==> src/rtl/md_seq_ctrl.sv <==
// Multiply/divide sequencer controller: times MUL/DIV latency with a down-counter,
// drives HI/LO run/disable/write strobes and stalls D-stage HI/LO accesses while busy.
module md_seq_ctrl #(
  parameter int MUL_CYCLES = 4,
  parameter int DIV_CYCLES = 32,
  parameter int CNT_W      = 6
) (
  input  logic             clk,
  input  logic             reset,
  input  logic             mdstartE,
  input  logic             mddivE,
  input  logic             stallE,
  input  logic             flushE,
  input  logic             hiloaccessD,
  input  logic             cancel,
  output logic             mdrunE,
  output logic             md_stallD,
  output logic [1:0]       hilodisableE,
  output logic             hilo_we,
  output logic             md_done,
  output logic [CNT_W-1:0] busy_cnt,
  output logic             err_overlap,
  output logic [1:0]       dbg_state
);

  localparam logic [1:0] ST_IDLE = 2'd0;
  localparam logic [1:0] ST_RUN  = 2'd1;
  localparam logic [1:0] ST_DONE = 2'd2;

  localparam logic [CNT_W-1:0] MUL_LOAD = CNT_W'(MUL_CYCLES - 1);
  localparam logic [CNT_W-1:0] DIV_LOAD = CNT_W'(DIV_CYCLES - 1);

  logic [1:0]       state;
  logic [1:0]       state_nxt;
  logic [CNT_W-1:0] cnt_nxt;
  logic             start;
  logic             in_run;

  assign in_run = (state == ST_RUN);

  // A start is only taken when the unit can accept it; a start while RUN is dropped.
  assign start = mdstartE & ~stallE & ~flushE & ~cancel
               & ((state == ST_IDLE) | (state == ST_DONE));

  always_comb begin
    state_nxt = state;
    cnt_nxt   = busy_cnt;
    if (cancel) begin
      state_nxt = ST_IDLE;
      cnt_nxt   = '0;
    end else begin
      case (state)
        ST_IDLE: begin
          if (start) begin
            state_nxt = ST_RUN;
            cnt_nxt   = mddivE ? DIV_LOAD : MUL_LOAD;
          end
        end
        ST_RUN: begin
          // Free-running: the MD datapath does not pause for E-stage stalls.
          if (busy_cnt == '0) begin
            state_nxt = ST_DONE;
            cnt_nxt   = '0;
          end else begin
            cnt_nxt = busy_cnt - 1'b1;
          end
        end
        ST_DONE: begin
          if (start) begin
            state_nxt = ST_RUN;
            cnt_nxt   = mddivE ? DIV_LOAD : MUL_LOAD;
          end else begin
            state_nxt = ST_IDLE;
            cnt_nxt   = '0;
          end
        end
        default: begin
          state_nxt = ST_IDLE;
          cnt_nxt   = '0;
        end
      endcase
    end
  end

  always_ff @(posedge clk or negedge reset) begin
    if (!reset) begin
      state    <= ST_IDLE;
      busy_cnt <= '0;
    end else begin
      state    <= state_nxt;
      busy_cnt <= cnt_nxt;
    end
  end

  always_ff @(posedge clk or negedge reset) begin
    if (!reset) begin
      err_overlap <= 1'b0;
    end else if (mdstartE && in_run) begin
      err_overlap <= 1'b1;
    end
  end

  // cancel gates the write combinationally so a killed DONE cycle never commits HI/LO.
  assign hilo_we      = (state == ST_DONE) & ~cancel;
  assign md_done      = hilo_we;
  assign mdrunE       = in_run;
  assign md_stallD    = hiloaccessD & (state != ST_IDLE);
  assign hilodisableE = in_run ? 2'b11 : 2'b00;
  assign dbg_state    = state;

endmodule

==> config.mk <==
export PLATFORM = sky130hd
export DESIGN_NAME = md_seq_ctrl
export DESIGN_NICKNAME = d
export VERILOG_FILES = /design/src/rtl/md_seq_ctrl.sv
export SDC_FILE = /design/constraint.sdc
export NUM_CORES = 1
export LEC_CHECK = 0
export BUFFER_PORTS_ARGS = -buffer_cell sky130_fd_sc_hd__buf_2
export CAP_MARGIN = 5
export CORE_AREA = 5 5 42 44
export CTS_CLUSTER_SIZE = 28
export DETAILED_ROUTE_END_ITERATION = 8
export DIE_AREA = 0 0 47 49
export HOLD_SLACK_MARGIN = 0.05
export PLACE_DENSITY_LB_ADDON = 0.08
export SYNTH_ARGS = -nofsm -noshare
export SYNTH_HDL_FRONTEND = slang
export SYNTH_SLANG_ARGS = --single-unit
==> constraint.sdc <==
create_clock -name clk -period 3.9 [get_ports clk]
set_input_delay 1.17 -clock clk [delete_from_list [all_inputs] [get_ports clk]]
set_output_delay 1.17 -clock clk [all_outputs]
set_load 0.03 [all_outputs]
# == Word level (Yosys, flattened, before mapping) ==
# Cells that the tools add are included.
# classes
n_addsub,1
eq_ne,4
muxes,12
n_bitwise,10
reduce_logical,5
# ops
cell,n
two-way mux 6 bit,3
case mux 6 bit (3 select lines),1
two-way mux 5 bit,2
two-way mux 2 bit,4
AND 1 bit,6
zero test 6 bit,1
case mux 2 bit (3 select lines),1
"subtractor 6 x 1 -> 6 bit, second input constant",1
"inequality test 3 x 2 -> 1 bit, second input constant",1
"inequality test 3 bit, second input constant",1
NOT 1 bit,3
"== test 2 x 1 -> 1 bit, second input constant",1
"== test 2 bit, second input constant",1
zero test 2 bit,1
AND reduction 2 bit,1
nonzero test 2 bit,1
logical AND 1 bit,1
two-way mux 1 bit,1
OR 1 bit,1
# totals
regBits,9
inputBits,8
output_inout_bits,15
elab_cells,35

# == Depth between registers and ports, before layout ==
# depth
ltp_word,8
depth_mapped,6
depth_no_buf,6

# == Least setup slack after synthesis ==
# Ideal clock, no wire load.
# synth_path
kind,in2out
start,input port cancel
end,output port md_done
arrival_time_ps,2366
required_ps,2730
path_slack_ps,364
path_stages,3
n_path_buf,2
path_cell_list,clkbuf_1 > nor3_1 > buf_4
# synth_via
elab_chain_len,2
# synth_lines
item,line,source
from (decl),15,"input logic cancel,"
NOT 1 bit,104,assign hilo_we = (state == ST_DONE) & ~cancel;
AND 1 bit,104,
to (decl),20,"output logic md_done,"
# Every way passes these cells.

# == Final worst setup path ==
# layout_path
start,input port cancel
end,output port hilo_we
# layout_via
elab_chain_len,2
# layout_lines
item,line,source
NOT 1 bit,104,
AND 1 bit,104,
to (decl),19,"output logic hilo_we,"
# Every way passes these cells.

==> out/results.tsv <==
stage	metric	value	unit
run	max-cap-violations	0	
hold_path	min_path_type	flip-flop to flip-flop	
routing	routedWlPerCell	13.8	um
placed_design	numPortBuffers	22	
floorplan	die_h	49	um
grt	first_global_vias	465	
floorplan	start_util	0.426	
routing	first_pass_iters	4	
timing	slew-limit-headroom	0.623	
floorplan	io_pins	23	
logic_synthesis	yosysSeqAreaShare	0.377	
routing	drc_errors	0	
timing	fin_crit	2.92	ns
timing	fmax	0.342	GHz
logic_synthesis	syn-num-nets	77	
finish	final_core_util	0.511	
timing	final.setup.tns	0	ns
grt	antenna_found_initial	0	
logic_synthesis	syn_area	597	um^2
power	switchingPower	0.0000981	W
timing	worst_pin_slew	0.561	ns
finish	stdcell_count	104	
logic_synthesis	yosysWarnings	0	
clock_tree	clock_path_buffers	2	
clock_tree	cts-resized-gates	0	
critical_path	path_buf_inv	2	
routing	final_antenna_net_count	0	
power	intPower	0.000172	W
floorplan	rows	14	
power	sw_frac_of_total	0.364	
finish	n_antenna_cell	0	
floorplan	die_w	47	um
finish	stdcell_area	716	um^2
clock_tree	clkSlewWorstSetupHoldPaths	0.06	ns
logic_synthesis	syn-instance-count	67	
routing	drt_iter0_markers	9	
placed_design	dpl_cell_area	689	um^2
grt	grt-ovfl-total	0	
placed_design	gp_congestion	0.837	
placed_design	dp_cells	100	
critical_path	crit_path_end_kind	output pin	
routing	wirelength	1440	um
power	finalPower	0.000270	W
finish	fillers	145	
power	ir_drop	0.000271	V
power	power_frac_seq	0.399	
clock_tree	ctsHoldBuffers	0	
finish	layout-drive-gt1-share	0.318	
finish	area_growth	19.9	%
critical_path	start_kind	primary input	
power	power.density	377	nW/um^2
timing	finalHoldViolCount	0	
logic_synthesis	synth_seq_cells	9	
timing	finalCritPeriodShare	0.749	
grt	grt_usage	0.123	
critical_path	path_cells	buf_2 > nor3_1 > buf_2	
timing	rsz0062_at_grt	no	
timing	setup_viol	0	
finish	fin_nets	99	
clock_tree	post_cts_buffers	0	
clock_tree	root_buffer	clkbuf_4	
status	status	completed	
critical_path	critical_path.top_delay_family	buffers and inverters	
clock_tree	h-tree-depth	1	
clock_tree	cts-buffers-inserted	3	
power	p_leak	0.362	nW
critical_path	required	2.73	ns
clock_tree	clock_latency	0.27	ns
grt	grt_max_degree	12	
critical_path	slowest_stage	buf_2	
power	power_frac_comb	0.327	
timing	clock_skew	0.00780	ns
power	pwr-share-clk	0.274	
grt	grt_first_pass_wirelength	2100	um
finish	multi_input_comb_area	304	um^2
floorplan	dieArea	2300	um^2
critical_path	critPathMaxFanout	11	
placed_design	hpwlAfterDp	1080	um
logic_synthesis	synth.distinct_cells	28	
critical_path	arrival	1.75	ns
routing	vias_per_cell	5.49	
critical_path	crit_top_cell	buf_2	
critical_path	criticalPathCategory	primary input to output pin	
clock_tree	cts.sinks	9	
timing	slew_violations	0	
critical_path	critical-path-max-stage-delay	0.24	ns
finish	regArea	225	um^2
routing	routed-via-count	571	
clock_tree	cts_tree	built	
floorplan	coreArea	1400	um^2
logic_synthesis	synth_area_per_cell	8.91	um^2
==> power groups by stage <==
stage                     registers [W]  logic [W]  clock network, W
after floorplan                0.000123  0.0000520                 0
after global placement         0.000109  0.0000883                 0
after detailed placement       0.000109  0.0000882                 0
after CTS                      0.000108  0.0000886         0.0000744
after global routing           0.000108  0.0000957         0.0000818
final                          0.000108  0.0000883         0.0000738
==> cells by family after synthesis <==
family                   after synthesis  share of synthesized area
AO/OA/AOI/OAI                         22                      0.268
adder cells (fa/ha/maj)                2                     0.0419
buffers and inverters                 13                      0.113
flip-flops                             9                      0.377
multiplexers                           1                     0.0168
AND/OR/NAND/NOR                       20                      0.182
==> flip-flops by register name, indices dropped and copies added (netlist names) <==
signal and flops:
busy_cnt 6, dbg_state 2, err_overlap 1
==> layout by cell type, fill, tap and decap left out, types with 2 or more instances in the layout <==
| cell | instances |
|---|---|
| buf_2 | 22 |
| dfrtp_1 | 9 |
| inv_1 | 8 |
| nor2_1 | 7 |
| a21oi_1 | 6 |
| nor3_1 | 4 |
| a31oi_1 | 4 |
| o22ai_1 | 3 |
| clkbuf_4 | 3 |
| nand2_1 | 2 |
| o32a_1 | 2 |
| ha_1 | 2 |
==> cell type report <==
type | count | share of cell area
Clock buffer | 4 | 0.0367
Timing Repair Buffer | 22 | 0.154
Multi-Input combinational cell | 45 | 0.425
Tap cell | 16 | 0.0280
Inverter | 8 | 0.0420
Sequential cell | 9 | 0.315
==> cell usage after synthesis <==
| cell | count | area [um^2] |
|---|---|---|
| nand2_1 | 2 | 7.51 |
| a31oi_1 | 4 | 25.0 |
| buf_6 | 1 | 11.3 |
| clkbuf_1 | 1 | 3.75 |
| nor2_1 | 7 | 26.3 |
| o2111ai_2 | 1 | 15.0 |
| a2111oi_1 | 1 | 10.0 |
| mux2i_1 | 1 | 10.0 |
| nor3b_1 | 1 | 7.51 |
| a21oi_1 | 6 | 30.0 |
| or3_4 | 1 | 11.3 |
| a32o_1 | 1 | 10.0 |
| ha_1 | 2 | 25.0 |
| o32a_1 | 2 | 20.0 |
| nand3_1 | 1 | 5.00 |
| inv_1 | 8 | 30.0 |
| nand2b_1 | 1 | 6.26 |
| o22ai_1 | 3 | 18.8 |
| a41oi_1 | 1 | 8.76 |
| buf_4 | 3 | 22.5 |
| dfrtp_1 | 9 | 225 |
| a21o_1 | 1 | 7.51 |
| nor3b_2 | 1 | 12.5 |
| nor3_1 | 4 | 20.0 |
| and2_1 | 1 | 6.26 |
| o21a_1 | 1 | 7.51 |
| o31ai_1 | 1 | 7.51 |
| nor2b_1 | 1 | 6.26 |
==> per-stage QoR <==
step	setup slack [ns]	hold slack [ns]
6_report	0.977	0.449
5_1_grt	0.953	0.475
4_1_cts	0.973	0.453
3_5_place_dp	0.979	0.439
3_3_place_gp	1.00	0.437
2_1_floorplan	0.364	0.636
==> final timing paths <==
path                                to  slack (ns)        start  cells after the start
setup / recovery               hilo_we        0.98       cancel                      3
hold / removal             err_overlap        0.45  err_overlap                      1
setup reg to reg           busy_cnt[5]        2.09  busy_cnt[2]                      4
hold reg to reg            err_overlap        0.45  err_overlap                      1
max in group asynchronous  busy_cnt[4]        2.96        reset                      1
min in group asynchronous  busy_cnt[0]        0.75        reset                      1
==> metal layers <==
layer	track usage	share of wire	up-vias
met5	0	0	-
met2	0.174	0.46	20
li1	-	-	287
met3	0.0221	0.089	4
met1	0.176	0.44	260
met4	0.0553	0.019	0
No activity file was read; power rests on OpenSTA's default activity.
